### src/rtl/scan_pkg.sv
// Shared types for the scan chain sequencer.
// State encoding and default chain length.
package scan_pkg;

  localparam int DEF_CHAIN_LEN = 4;

  typedef enum logic [2:0] {
    IDLE,
    SHIFT_IN,
    CAPTURE,
    SHIFT_OUT,
    DONE
  } scan_state_t;

endpackage

### src/rtl/scan_chain_controller_shift_reg.sv
// Parallel/serial shift register, MSB leaves first.
// Load has priority over shift.
module scan_shift_reg
  import scan_pkg::*;
#(
  parameter int W = DEF_CHAIN_LEN
) (
  input  logic         clk,
  input  logic         rst_n,
  input  logic         i_load,
  input  logic [W-1:0] i_d,
  input  logic         i_shift_en,
  input  logic         i_si,
  output logic         o_so,
  output logic [W-1:0] o_q
);

  logic [W-1:0] r_q;

  always_ff @(posedge clk or negedge rst_n) begin
    if (!rst_n) begin
      r_q <= '0;
    end else if (i_load) begin
      r_q <= i_d;
    end else if (i_shift_en) begin
      r_q <= {r_q[W-2:0], i_si};
    end
  end

  assign o_so = r_q[W-1];
  assign o_q  = r_q;

endmodule

### src/rtl/scan_chain_controller.sv
// Loads a pattern into a scan chain, captures once,
// shifts the capture back out and compares it.
module scan_chain_controller
  import scan_pkg::*;
#(
  parameter int CHAIN_LEN = DEF_CHAIN_LEN
) (
  input  logic                 clk,
  input  logic                 RESET_n,
  input  logic                 start,
  input  logic [CHAIN_LEN-1:0] pattern_in,
  input  logic [CHAIN_LEN-1:0] expected_in,
  input  logic                 TDO,
  output logic                 TST,
  output logic                 TDI,
  output logic                 busy,
  output logic                 done,
  output logic [CHAIN_LEN-1:0] result_out,
  output logic                 mismatch
);

  localparam int CNT_W = $clog2(CHAIN_LEN + 1);
  localparam logic [CNT_W-1:0] LAST = CNT_W'(CHAIN_LEN - 1);

  scan_state_t r_state;
  scan_state_t w_nxt;

  logic [CNT_W-1:0]     r_cnt;
  logic [CHAIN_LEN-1:0] r_exp;
  logic [CHAIN_LEN-1:0] r_res;
  logic                 r_mm;
  logic                 r_tst;
  logic                 r_busy;
  logic                 r_done;

  logic                 w_accept;
  logic                 w_last;
  logic                 w_shifting;
  logic                 w_ser_so;
  logic                 w_des_so;
  logic [CHAIN_LEN-1:0] w_ser_q;
  logic [CHAIN_LEN-1:0] w_des_q;
  logic [CHAIN_LEN-1:0] w_cap;
  logic                 w_unused;

  assign w_accept   = (r_state == IDLE) && start;
  assign w_last     = (r_cnt == LAST);
  assign w_shifting = (r_state == SHIFT_IN) ||
                      (r_state == SHIFT_OUT);

  // Final word includes the TDO bit sampled on this edge
  assign w_cap = {w_des_q[CHAIN_LEN-2:0], TDO};

  always_comb begin
    w_nxt = r_state;
    unique case (r_state)
      IDLE:      if (start)  w_nxt = SHIFT_IN;
      SHIFT_IN:  if (w_last) w_nxt = CAPTURE;
      CAPTURE:               w_nxt = SHIFT_OUT;
      SHIFT_OUT: if (w_last) w_nxt = DONE;
      DONE:                  w_nxt = IDLE;
      default:               w_nxt = IDLE;
    endcase
  end

  always_ff @(posedge clk or negedge RESET_n) begin
    if (!RESET_n) begin
      r_state <= IDLE;
      r_cnt   <= '0;
      r_exp   <= '0;
      r_res   <= '0;
      r_mm    <= 1'b0;
      r_tst   <= 1'b0;
      r_busy  <= 1'b0;
      r_done  <= 1'b0;
    end else begin
      r_state <= w_nxt;
      if (!w_shifting || (w_nxt != r_state))
        r_cnt <= '0;
      else
        r_cnt <= r_cnt + 1'b1;
      r_tst  <= (w_nxt == SHIFT_IN) ||
                (w_nxt == SHIFT_OUT);
      r_busy <= (w_nxt != IDLE);
      r_done <= (w_nxt == DONE);
      if (w_accept)
        r_exp <= expected_in;
      if ((r_state == SHIFT_OUT) && w_last) begin
        r_res <= w_cap;
        r_mm  <= (w_cap != r_exp);
      end
    end
  end

  // Shifts in zeros, so TDI idles low once the pattern is out
  scan_shift_reg #(.W(CHAIN_LEN)) u_ser (
    .clk        (clk),
    .rst_n      (RESET_n),
    .i_load     (w_accept),
    .i_d        (pattern_in),
    .i_shift_en (r_state == SHIFT_IN),
    .i_si       (1'b0),
    .o_so       (w_ser_so),
    .o_q        (w_ser_q)
  );

  scan_shift_reg #(.W(CHAIN_LEN)) u_des (
    .clk        (clk),
    .rst_n      (RESET_n),
    .i_load     (w_accept),
    .i_d        ({CHAIN_LEN{1'b0}}),
    .i_shift_en (r_state == SHIFT_OUT),
    .i_si       (TDO),
    .o_so       (w_des_so),
    .o_q        (w_des_q)
  );

  assign w_unused = ^{w_ser_q, w_des_q[CHAIN_LEN-1], w_des_so};

  assign TST        = r_tst;
  assign TDI        = w_ser_so;
  assign busy       = r_busy;
  assign done       = r_done;
  assign result_out = r_res;
  assign mismatch   = r_mm;

endmodule

### config.mk
export PLATFORM = sky130hd
export DESIGN_NAME = scan_chain_controller
export DESIGN_NICKNAME = d
export VERILOG_FILES = /design/src/rtl/scan_pkg.sv /design/src/rtl/scan_chain_controller_shift_reg.sv /design/src/rtl/scan_chain_controller.sv
export SDC_FILE = /design/constraint.sdc
export NUM_CORES = 1
export LEC_CHECK = 0
export BUFFER_PORTS_ARGS = -buffer_cell sky130_fd_sc_hd__buf_2
export CAP_MARGIN = 40
export CORE_UTILIZATION = 56
export CTS_BUF_LIST = sky130_fd_sc_hd__clkbuf_16
export CTS_CLUSTER_DIAMETER = 100
export DETAILED_ROUTE_END_ITERATION = 12
export HOLD_SLACK_MARGIN = 0.12
export PLACE_DENSITY = 0.81
export SYNTH_ARGS = -nofsm -noshare
export SYNTH_HDL_FRONTEND = slang
export SYNTH_SLANG_ARGS = --single-unit
### constraint.sdc
create_clock -name clk -period 2.7 [get_ports clk]
set_input_delay 0.675 -clock clk [delete_from_list [all_inputs] [get_ports clk]]
set_output_delay 0.675 -clock clk [all_outputs]
set_load 0.01 [all_outputs]
==> flow_summary.toml, run 1 <==
[global_route]
met2_usage = 0.346
grt_max_degree = 26
grt_busiest_layer = "met2"
met1_usage = 0.262
grt_overflow = 0
grt_usage = 0.213
grtUsageMet3 = 0.0397
grt_first_pass_wirelength_um = 3160
grt_pass1_vias = 751
antenna_found_initial = 0

[timing]
setup_viol = 0
slew_headroom = 0.635
period_share = 0.598
drv_slew = 0
period_needed_ns = 1.61
rsz0062_at_grt = "false"
hold_ws_ns = 0.398
finalClockSkew_ns = 0.00672
finalSetupTns_ns = 0
fmax_ghz = 0.619
report.final.hold_viol_count = 0
tightest_slew_ns = 0.548

[power_and_ir_drop]
p_clk_frac = 0.227
power.leakage_nw = 0.609
switching_share = 0.341
p_int_mw = 0.950
pwr-share-seq = 0.469
power.total_mw = 1.44
p_switching_mw = 0.492
power_per_cell_area_nw_per_um2 = 1140
ir_worst_vdd_v = 0.000573
comb_power_share = 0.304

[clock_tree]
clk_latency_ns = 0.26
ctsHoldBuffers = 0
post-cts-setup-buffer-count = 0
htreeDepth = 1
cts_resized = 0
root_buffer = "clkbuf_16"
clock-sinks = 25
cts_tree = "yes"
clockBufferDepth = 2
path_clk_slew_ns = 0.06
cts-buffers-inserted = 3

[synthesis]
synth_cells = 98
avgSynthCellArea_um2 = 11.0
ys_types = 26
netlist_area_um2 = 1080
synthesis.nets = 112
yosysTopAreaCellShare = 0.579
synth_top_cell_by_area = "dfrtp_1"
synth-warning-count = 0
yosysSeqAreaShare = 0.579
ys_seq_elements = 25
synth_area_leaders = "dfrtp_1 58%, nand2_1 5.6%, mux2_2 4.2%, xor2_1 4.1%, a21oi_1 3.7%"

[worst_setup_path]
worst-r2r-setup-slack_ns = 1.09
required_ns = 2.84
start_kind = "flip-flop"
slowest_stage = "dfrtp_1"
crit_buf_inv = 0
r2r-start = "r_cnt[0]$_DFF_PN0_"
reg2regPathDepth = 4
worstPathMaxFanout = 8
worstReg2RegEnd = "result_out[0]$_DFFE_PN0P_"
critPathTopFamily = "adder cells"
worstPathCellList = "ha_1 -> ha_1 -> nand4b_1 -> mux2_2"
path_class = "reg2reg"
arrival_ns = 1.75
cp_slowest_stage_delay_ns = 0.38
cpMostUsedCell = "ha_1"
end_kind = "flip-flop"

[floorplanning]
row_count = 15
io_pins = 21
die_area_um2 = 2110
die_h_um = 45.9
core_um2 = 1760
die_w_um = 45.9
start_util = 0.612

[placed_design]
dp.cells = 139
dp_hpwl_um = 1320
gp_congestion = 0.777
port_buffers = 20

[drt]
viasPerCell = 5.45
first_iter_violations = 8
drc = 0
wl_um = 1880
dr.pass1.iters = 4
dr_total_vias = 779
post_drt_wl_per_cell_um = 13.2
detail-route-antenna-nets = 0

[layout]
n_fill_cell = 147
fin_nets = 133
final-seq-area_um2 = 626
antenna_cells = 0
multi_input_area_um2 = 417
drive_gt1_frac = 0.263
fin_util = 0.718
area_growth_pct = 17.4
final_cells = 143

[status]
status = "finished clean"

[hold_path]
hp-class = "in2async"

[run]
cap_violations = 0
-- how the worst max path moves through the flow --
stage / startpoint / to / slack, ns / cells after the start
after floorplan: r_cnt[0]$_DFF_PN0_ / result_out[0]$_DFFE_PN0P_ / 1.21 / 4
after global placement: start / u_ser.o_q[0]$_DFFE_PN0P_ / 1.03 / 4
final: r_cnt[0]$_DFF_PN0_ / result_out[0]$_DFFE_PN0P_ / 1.09 / 4
after global routing: r_cnt[0]$_DFF_PN0_ / result_out[0]$_DFFE_PN0P_ / 1.0 / 4
after CTS: r_cnt[0]$_DFF_PN0_ / result_out[0]$_DFFE_PN0P_ / 1.07 / 4
after detailed placement: start / u_ser.o_q[1]$_DFFE_PN0P_ / 1.01 / 4
-- metrics by stage --
| stage | area, um2 | setup slack, ns |
|---|---|---|
| finish | 1270 | 1.09 |
| global route | 1270 | 0.998 |
| CTS | 1270 | 1.07 |
| detailed placement | 1180 | 1.01 |
| global placement | 1180 | 1.03 |
| floorplan | 1080 | 1.21 |
-- routing by layer --
metal	up-vias	wire length [um]	share of wire
met2	24	951	0.51
li1	375	-	-
met5	-	0	0
met1	373	806	0.43
met4	0	51	0.027
met3	7	73	0.039
-- worst reg2reg max path, cell delays in order, from the launching register on --
cell and delay (ns):
dfrtp_1 0.38, ha_1 0.20, ha_1 0.23, nand4b_1 0.31
mux2_2 0.38
-- cells by family after synthesis --
| logic type | count (synthesis) | share of synthesized area |
|---|---|---|
| xor gates and xnor gates | 5 | 0.0406 |
| and+or+nand+nor | 38 | 0.196 |
| AOI/OAI and AO/OA | 17 | 0.0846 |
| muxes | 4 | 0.0417 |
| DFF | 25 | 0.579 |
| adders and majority gates | 2 | 0.0232 |
| buffers and inverters | 7 | 0.0348 |
-- state kept, by name, summed over array words and instances (netlist names) --
signal,count
TST,1
result_out,4
mismatch,1
u_ser.o_q,4
done,1
r_cnt,3
busy,1
r_state,3
u_des.o_q,3
r_exp,4
-- cell usage after synthesis --
master,number
and2_1,2
xor2_1,5
mux2_2,4
dfrtp_1,25
or4b_1,1
a22oi_1,1
or3b_2,1
nor2_1,7
nand2_1,16
nand3b_1,1
nor3b_2,1
nor4_1,1
nor3_1,3
nor2b_1,1
nor4b_4,1
o21ai_0,5
nand2b_1,1
clkbuf_2,1
buf_2,2
a21oi_1,8
inv_1,3
buf_6,1
ha_1,2
nor3b_1,1
o22ai_1,3
nand4b_1,1
-- cells in the final DEF, fill, tap and decap left out --
master	n
buf_2	20
dfrtp_1	25
or3b_2	1
mux2_2	4
nand2b_1	1
nor3b_1	1
nor3_1	3
a21oi_1	8
inv_1	3
nor2b_1	1
nor3b_2	1
xor2_1	5
a22oi_1	1
nand3b_1	1
ha_1	2
clkbuf_16	3
or4b_1	1
nor4b_4	1
and2_1	2
nor4_1	1
o22ai_1	3
nor2_1	7
nand2_1	16
o21ai_0	5
nand4b_1	1
clkinvlp_4	1
-- power groups by stage --
stage	registers (mW)	clock network (mW)	logic, mW
after floorplan	0.648	0	0.342
after global placement	0.668	0	0.423
after detailed placement	0.680	0	0.442
after CTS	0.676	0.330	0.446
after global routing	0.699	0.345	0.501
final	0.676	0.327	0.439
-- area by class of cell --
class                           count  share of cell area
Clock buffer                        3              0.0592
Multi-Input combinational cell     66               0.329
Timing Repair Buffer               20              0.0790
Clock inverter                      1             0.00592
Sequential cell                    25               0.494
Tap cell                           25              0.0247
Inverter                            3             0.00888
(Power assumes the default switching activity.)
==> run 2: changes to the inputs <==
--- a/config.mk
+++ b/config.mk
@@ -7,12 +7,12 @@
 export LEC_CHECK = 0
 export BUFFER_PORTS_ARGS = -buffer_cell sky130_fd_sc_hd__buf_2
 export CAP_MARGIN = 40
-export CORE_UTILIZATION = 56
+export CORE_UTILIZATION = 52
 export CTS_BUF_LIST = sky130_fd_sc_hd__clkbuf_16
 export CTS_CLUSTER_DIAMETER = 100
 export DETAILED_ROUTE_END_ITERATION = 12
 export HOLD_SLACK_MARGIN = 0.12
-export PLACE_DENSITY = 0.81
+export PLACE_DENSITY = 0.76
 export SYNTH_ARGS = -nofsm -noshare
 export SYNTH_HDL_FRONTEND = slang
 export SYNTH_SLANG_ARGS = --single-unit
==> constraint.sdc (replaced) <==
create_clock -name clk -period 1.6 [get_ports clk]
set_input_delay 0.4 -clock clk [delete_from_list [all_inputs] [get_ports clk]]
set_output_delay 0.4 -clock clk [all_outputs]
set_load 0.01 [all_outputs]
==> flow_summary.toml, run 2 (synthesized netlist as in run 1, its figures left out) <==
[status]
status = "finished clean"

[timing]
finalSetupTns_ns = 0
period_needed_ns = 1.49
hold_ws_ns = 0.117
tightest_slew_ns = 0.514
fmax_ghz = 0.671
drv_slew = 0
report.final.hold_viol_count = 0
rsz0062_at_grt = "false"
slew_headroom = 0.657
finalClockSkew_ns = 0.00181
period_share = 0.932
setup_viol = 0

[worst_setup_path]
start_kind = "flip-flop"
worstPathMaxFanout = 8
worst-r2r-setup-slack_ns = 0.11
end_kind = "flip-flop"
path_class = "reg2reg"
cp-endpoint = "result_out[3]$_DFFE_PN0P_"
reg2regPathDepth = 5
worstPathCellList = "ha_1 -> ha_1 -> nand4b_1 -> buf_4 -> mux2_2"
slowest_stage = "dfrtp_1"
required_ns = 1.74
cp_slowest_stage_delay_ns = 0.39
worstReg2RegEnd = "result_out[3]$_DFFE_PN0P_"
startpoint = "r_cnt[0]$_DFF_PN0_"
r2r-start = "r_cnt[0]$_DFF_PN0_"
cpMostUsedCell = "ha_1"
arrival_ns = 1.63

[global_route]
grt_usage = 0.185
grt_first_pass_wirelength_um = 2930
grt_max_degree = 26
antenna_found_initial = 0
grt_pass1_vias = 712
grt_overflow = 0

[drt]
dr_total_vias = 767
post_drt_wl_per_cell_um = 11.6
first_iter_violations = 2
drc = 0
wl_um = 1750
detail-route-antenna-nets = 0
dr.pass1.iters = 2
viasPerCell = 5.08

[layout]
mostFrequentLayoutCell = "dfrtp_1"
drive_gt1_frac = 0.290
n_fill_cell = 163
fin_nets = 139
final_cell_mix = "25 x dfrtp_1, 20 x buf_2, 16 x nand2_1"
area_growth_pct = 21.4
antenna_cells = 0

[clock_tree]
clockBufferDepth = 2
cts_resized = 0
cts-buffers-inserted = 3
htreeDepth = 1
clk_latency_ns = 0.25
post-cts-setup-buffer-count = 0
ctsHoldBuffers = 0
cts_tree = "yes"
path_clk_slew_ns = 0.06
root_buffer = "clkbuf_16"
clock-sinks = 25

[run]
cap_violations = 0

[floorplanning]
die_w_um = 47.6
die_area_um2 = 2260
die_h_um = 47.6
io_pins = 21
core_um2 = 1960
start_util = 0.550
row_count = 16

[hold_path]
hp-class = "in2async"

[placed_design]
port_buffers = 20
gp_congestion = 0.765
dp_hpwl_um = 1290

[power_and_ir_drop]
power.leakage_nw = 0.644
power_per_cell_area_nw_per_um2 = 1880
ir_worst_vdd_v = 0.000998
[run 2: stage by stage]
step	setup slack, ns	utilization	area (um2)	instances	power [mW]
5_1_grt	0.0499	0.668	1310	151	2.65
3_5_place_dp	0.0319	0.624	1220	146	1.94
2_1_floorplan	0.113	-	1080	98	1.67
3_3_place_gp	0.0891	0.624	1220	146	1.90
4_1_cts	0.0201	0.665	1300	150	2.48
6_report	0.109	0.668	1310	151	2.46
[run 2: how the worst min path moves through the flow]
stage | start | endpoint | cells after the start | slack [ns]
after global placement | RESET_n | mismatch$_DFFE_PN0P_ | 1 | 0.40
after detailed placement | RESET_n | mismatch$_DFFE_PN0P_ | 1 | 0.41
final | RESET_n | result_out[0]$_DFFE_PN0P_ | 1 | 0.12
after CTS | RESET_n | result_out[3]$_DFFE_PN0P_ | 1 | 0.14
after floorplan | RESET_n | TST$_DFF_PN0_ | 0 | 0.10
after global routing | RESET_n | result_out[3]$_DFFE_PN0P_ | 1 | 0.16
[run 2: critical path, delay by kind of cell, from the launching register on]
kind                       cells  cell delay [ns]
DFF                            1             0.39
adders and majority gates      2             0.39
muxes                          1             0.34
buffers and inverters          1             0.16
and+or+nand+nor                1             0.09
[run 2: power by group]
part / switching [mW] / leakage [nW] / internal, mW
clock network: 0.197 / 0.0423 / 0.333
registers: 0.172 / 0.304 / 0.899
logic: 0.443 / 0.297 / 0.415
total: 0.812 / 0.644 / 1.65
[run 2: layout make-up]
class,count,area [um2],area share
tap,27,33.8,0.0258
inverter,3,11.3,0.00859
timing repair buffer,26,145,0.111
sequential,25,626,0.477
clock inverter,1,3.75,0.00286
clock buffer,3,75.1,0.0573
multi-input combinational,66,417,0.318
[run 2: layer usage]
layer | share of wire | vias up | global-route usage
li1 | - | 382 | -
met1 | 0.47 | 367 | 0.233
met2 | 0.49 | 16 | 0.318
met3 | 0.032 | 2 | 0.0340
met4 | 0.0040 | 0 | 0.0667
met5 | 0 | - | 0
==> run 3: changes to the inputs <==
--- a/config.mk
+++ b/config.mk
@@ -7,12 +7,15 @@
 export LEC_CHECK = 0
 export BUFFER_PORTS_ARGS = -buffer_cell sky130_fd_sc_hd__buf_2
 export CAP_MARGIN = 40
-export CORE_UTILIZATION = 52
+export CELL_PAD_IN_SITES_DETAIL_PLACEMENT = 2
+export CELL_PAD_IN_SITES_GLOBAL_PLACEMENT = 2
+export CORE_ASPECT_RATIO = 0.6
+export CORE_UTILIZATION = 34
 export CTS_BUF_LIST = sky130_fd_sc_hd__clkbuf_16
 export CTS_CLUSTER_DIAMETER = 100
 export DETAILED_ROUTE_END_ITERATION = 12
 export HOLD_SLACK_MARGIN = 0.12
-export PLACE_DENSITY = 0.76
+export PLACE_DENSITY_LB_ADDON = 0.1
 export SYNTH_ARGS = -nofsm -noshare
 export SYNTH_HDL_FRONTEND = slang
 export SYNTH_SLANG_ARGS = --single-unit
==> flow_summary.toml, run 3 (synthesized netlist as in run 1, its figures left out) <==
[placed_design]
port_buffers = 20
dp_hpwl_um = 1960
gp_congestion = 0.707
dp_slack_ns = -0.00374
dpl_cell_area_um2 = 1250

[global_route]
grt_overflow = 0
grt_first_pass_wirelength_um = 4460
grt_pass1_vias = 852
grt_usage = 0.191
grt_max_degree = 26
antenna_found_initial = 0

[worst_setup_path]
path_class = "reg2reg"
worstPathMaxFanout = 7
cpMostUsedCell = "ha_1"
required_ns = 1.75
slowest_stage = "dfrtp_1"
arrival_ns = 1.68
worstPathCellList = "ha_1 -> ha_1 -> nand4b_1 -> buf_6 -> mux2_2"
start_kind = "flip-flop"
cp_slowest_stage_delay_ns = 0.40
end_kind = "flip-flop"

[layout]
fin_nets = 142
area_growth_pct = 26.0
drive_gt1_frac = 0.315
mostFrequentLayoutCell = "dfrtp_1"
fin_util = 0.462
antenna_cells = 0
finish.instance_area_um2 = 1360
final_cell_mix = "25 x dfrtp_1, 20 x buf_2, 16 x nand2_1"

[drt]
wl_um = 2770
wl_met3_um = 111
detail-route-antenna-nets = 0
post_drt_wl_per_cell_um = 16.4
route.top_layer_used = "met4"
viasPerCell = 4.92
dr_total_vias = 831
drc = 0
first_iter_violations = 32
dr.pass1.iters = 3
m1WireLength_um = 1250
dr_wl_met2_um = 1390

[power_and_ir_drop]
power_per_cell_area_nw_per_um2 = 1930
comb_power_share = 0.368
p_clk_frac = 0.214
switching_share = 0.359
p_int_mw = 1.68
power.leakage_nw = 0.653
pwr-share-seq = 0.418
ir_worst_vdd_v = 0.000884
p_switching_mw = 0.942
power.total_mw = 2.62

[clock_tree]
clockBufferDepth = 2
htreeDepth = 1
clock-sinks = 25
cts-buffers-inserted = 3
root_buffer = "clkbuf_16"
path_clk_slew_ns = 0.06
ctsHoldBuffers = 0
cts_tree = "yes"
clk_latency_ns = 0.26

[timing]
hold_ws_ns = 0.131
report.final.hold_viol_count = 0
period_needed_ns = 1.54
setup_viol = 0
period_share = 0.961
finalWorstSetupSlack_ns = 0.0630
slew_headroom = 0.615
finalClockSkew_ns = 0.00158
tightest_slew_ns = 0.578
drv_slew = 0
fmax_ghz = 0.651

[floorplanning]
start_util = 0.366
die_w_um = 74.8
row_count = 15
io_pins = 21
core_um2 = 2950
die_h_um = 45.7
die_area_um2 = 3410

[run]
cap_violations = 0

[status]
status = "finished clean"

[hold_path]
hp-class = "in2async"
run 3: critical path: cells and delay by family, from the launching register on:
| family | cells | cell delay [ns] |
|---|---|---|
| adder cells (fa/ha/maj) | 2 | 0.40 |
| buffers and inverters | 1 | 0.15 |
| flip-flops | 1 | 0.40 |
| multiplexers | 1 | 0.33 |
| AND/OR/NAND/NOR | 1 | 0.14 |
run 3: cell type report:
| cell class | count | area (um2) |
|---|---|---|
| inverters | 3 | 11.3 |
| multi-input cells | 66 | 417 |
| clock inverters | 1 | 7.51 |
| fillers | 319 | 1590 |
| repair buffers | 29 | 171 |
| well taps | 42 | 52.6 |
| flip-flops and latches | 25 | 626 |
| clock buffers | 3 | 75.1 |
run 3: metrics by stage:
| stage | cells | TNS [ns] |
|---|---|---|
| 2_1_floorplan | 98 | 0 |
| 5_1_grt | 169 | -0.0109 |
| 3_3_place_gp | 162 | 0 |
| 6_report | 169 | 0 |
| 4_1_cts | 168 | 0 |
| 3_5_place_dp | 162 | -0.00374 |
run 3: repair_timing:
item | CTS | global route
setup endpoints to repair | 4 | 4
endpoints found under the hold margin | 0 | 0
resized for setup | 0 | 1
pin swaps | 1 | 1
setup buffers | 2 | 1
run 3: path summary, 6_finish.rpt:
| path | slack (ns) | to | depth (start not counted) | from |
|---|---|---|---|---|
| max | 0.06 | result_out[1]$_DFFE_PN0P_ | 5 | r_cnt[0]$_DFF_PN0_ |
| min | 0.13 | r_cnt[2]$_DFF_PN0_ | 1 | RESET_n |
| max reg2reg | 0.06 | result_out[1]$_DFFE_PN0P_ | 5 | r_cnt[0]$_DFF_PN0_ |
| min reg2reg | 0.48 | r_cnt[0]$_DFF_PN0_ | 1 | r_cnt[0]$_DFF_PN0_ |
| max in group asynchronous | 1.08 | r_exp[0]$_DFFE_PN0P_ | 1 | RESET_n |
| min in group clk | 0.33 | r_exp[3]$_DFFE_PN0P_ | 3 | expected_in[3] |
run 3: routing by layer:
layer  track usage  vias up
li1              -      392
met1         0.230      420
met3        0.0597        2
met4        0.0453        0
met2         0.337       17
met5             0        -
run 3: power by group through the flow:
stage          Clock [mW]  Combinational, mW  Sequential (mW)
2_1_floorplan           0              0.577             1.09
3_3_place_gp            0              0.880             1.08
3_5_place_dp            0              0.931             1.10
4_1_cts             0.578              0.972             1.10
5_1_grt             0.605               1.09             1.13
6_report            0.561              0.965             1.10
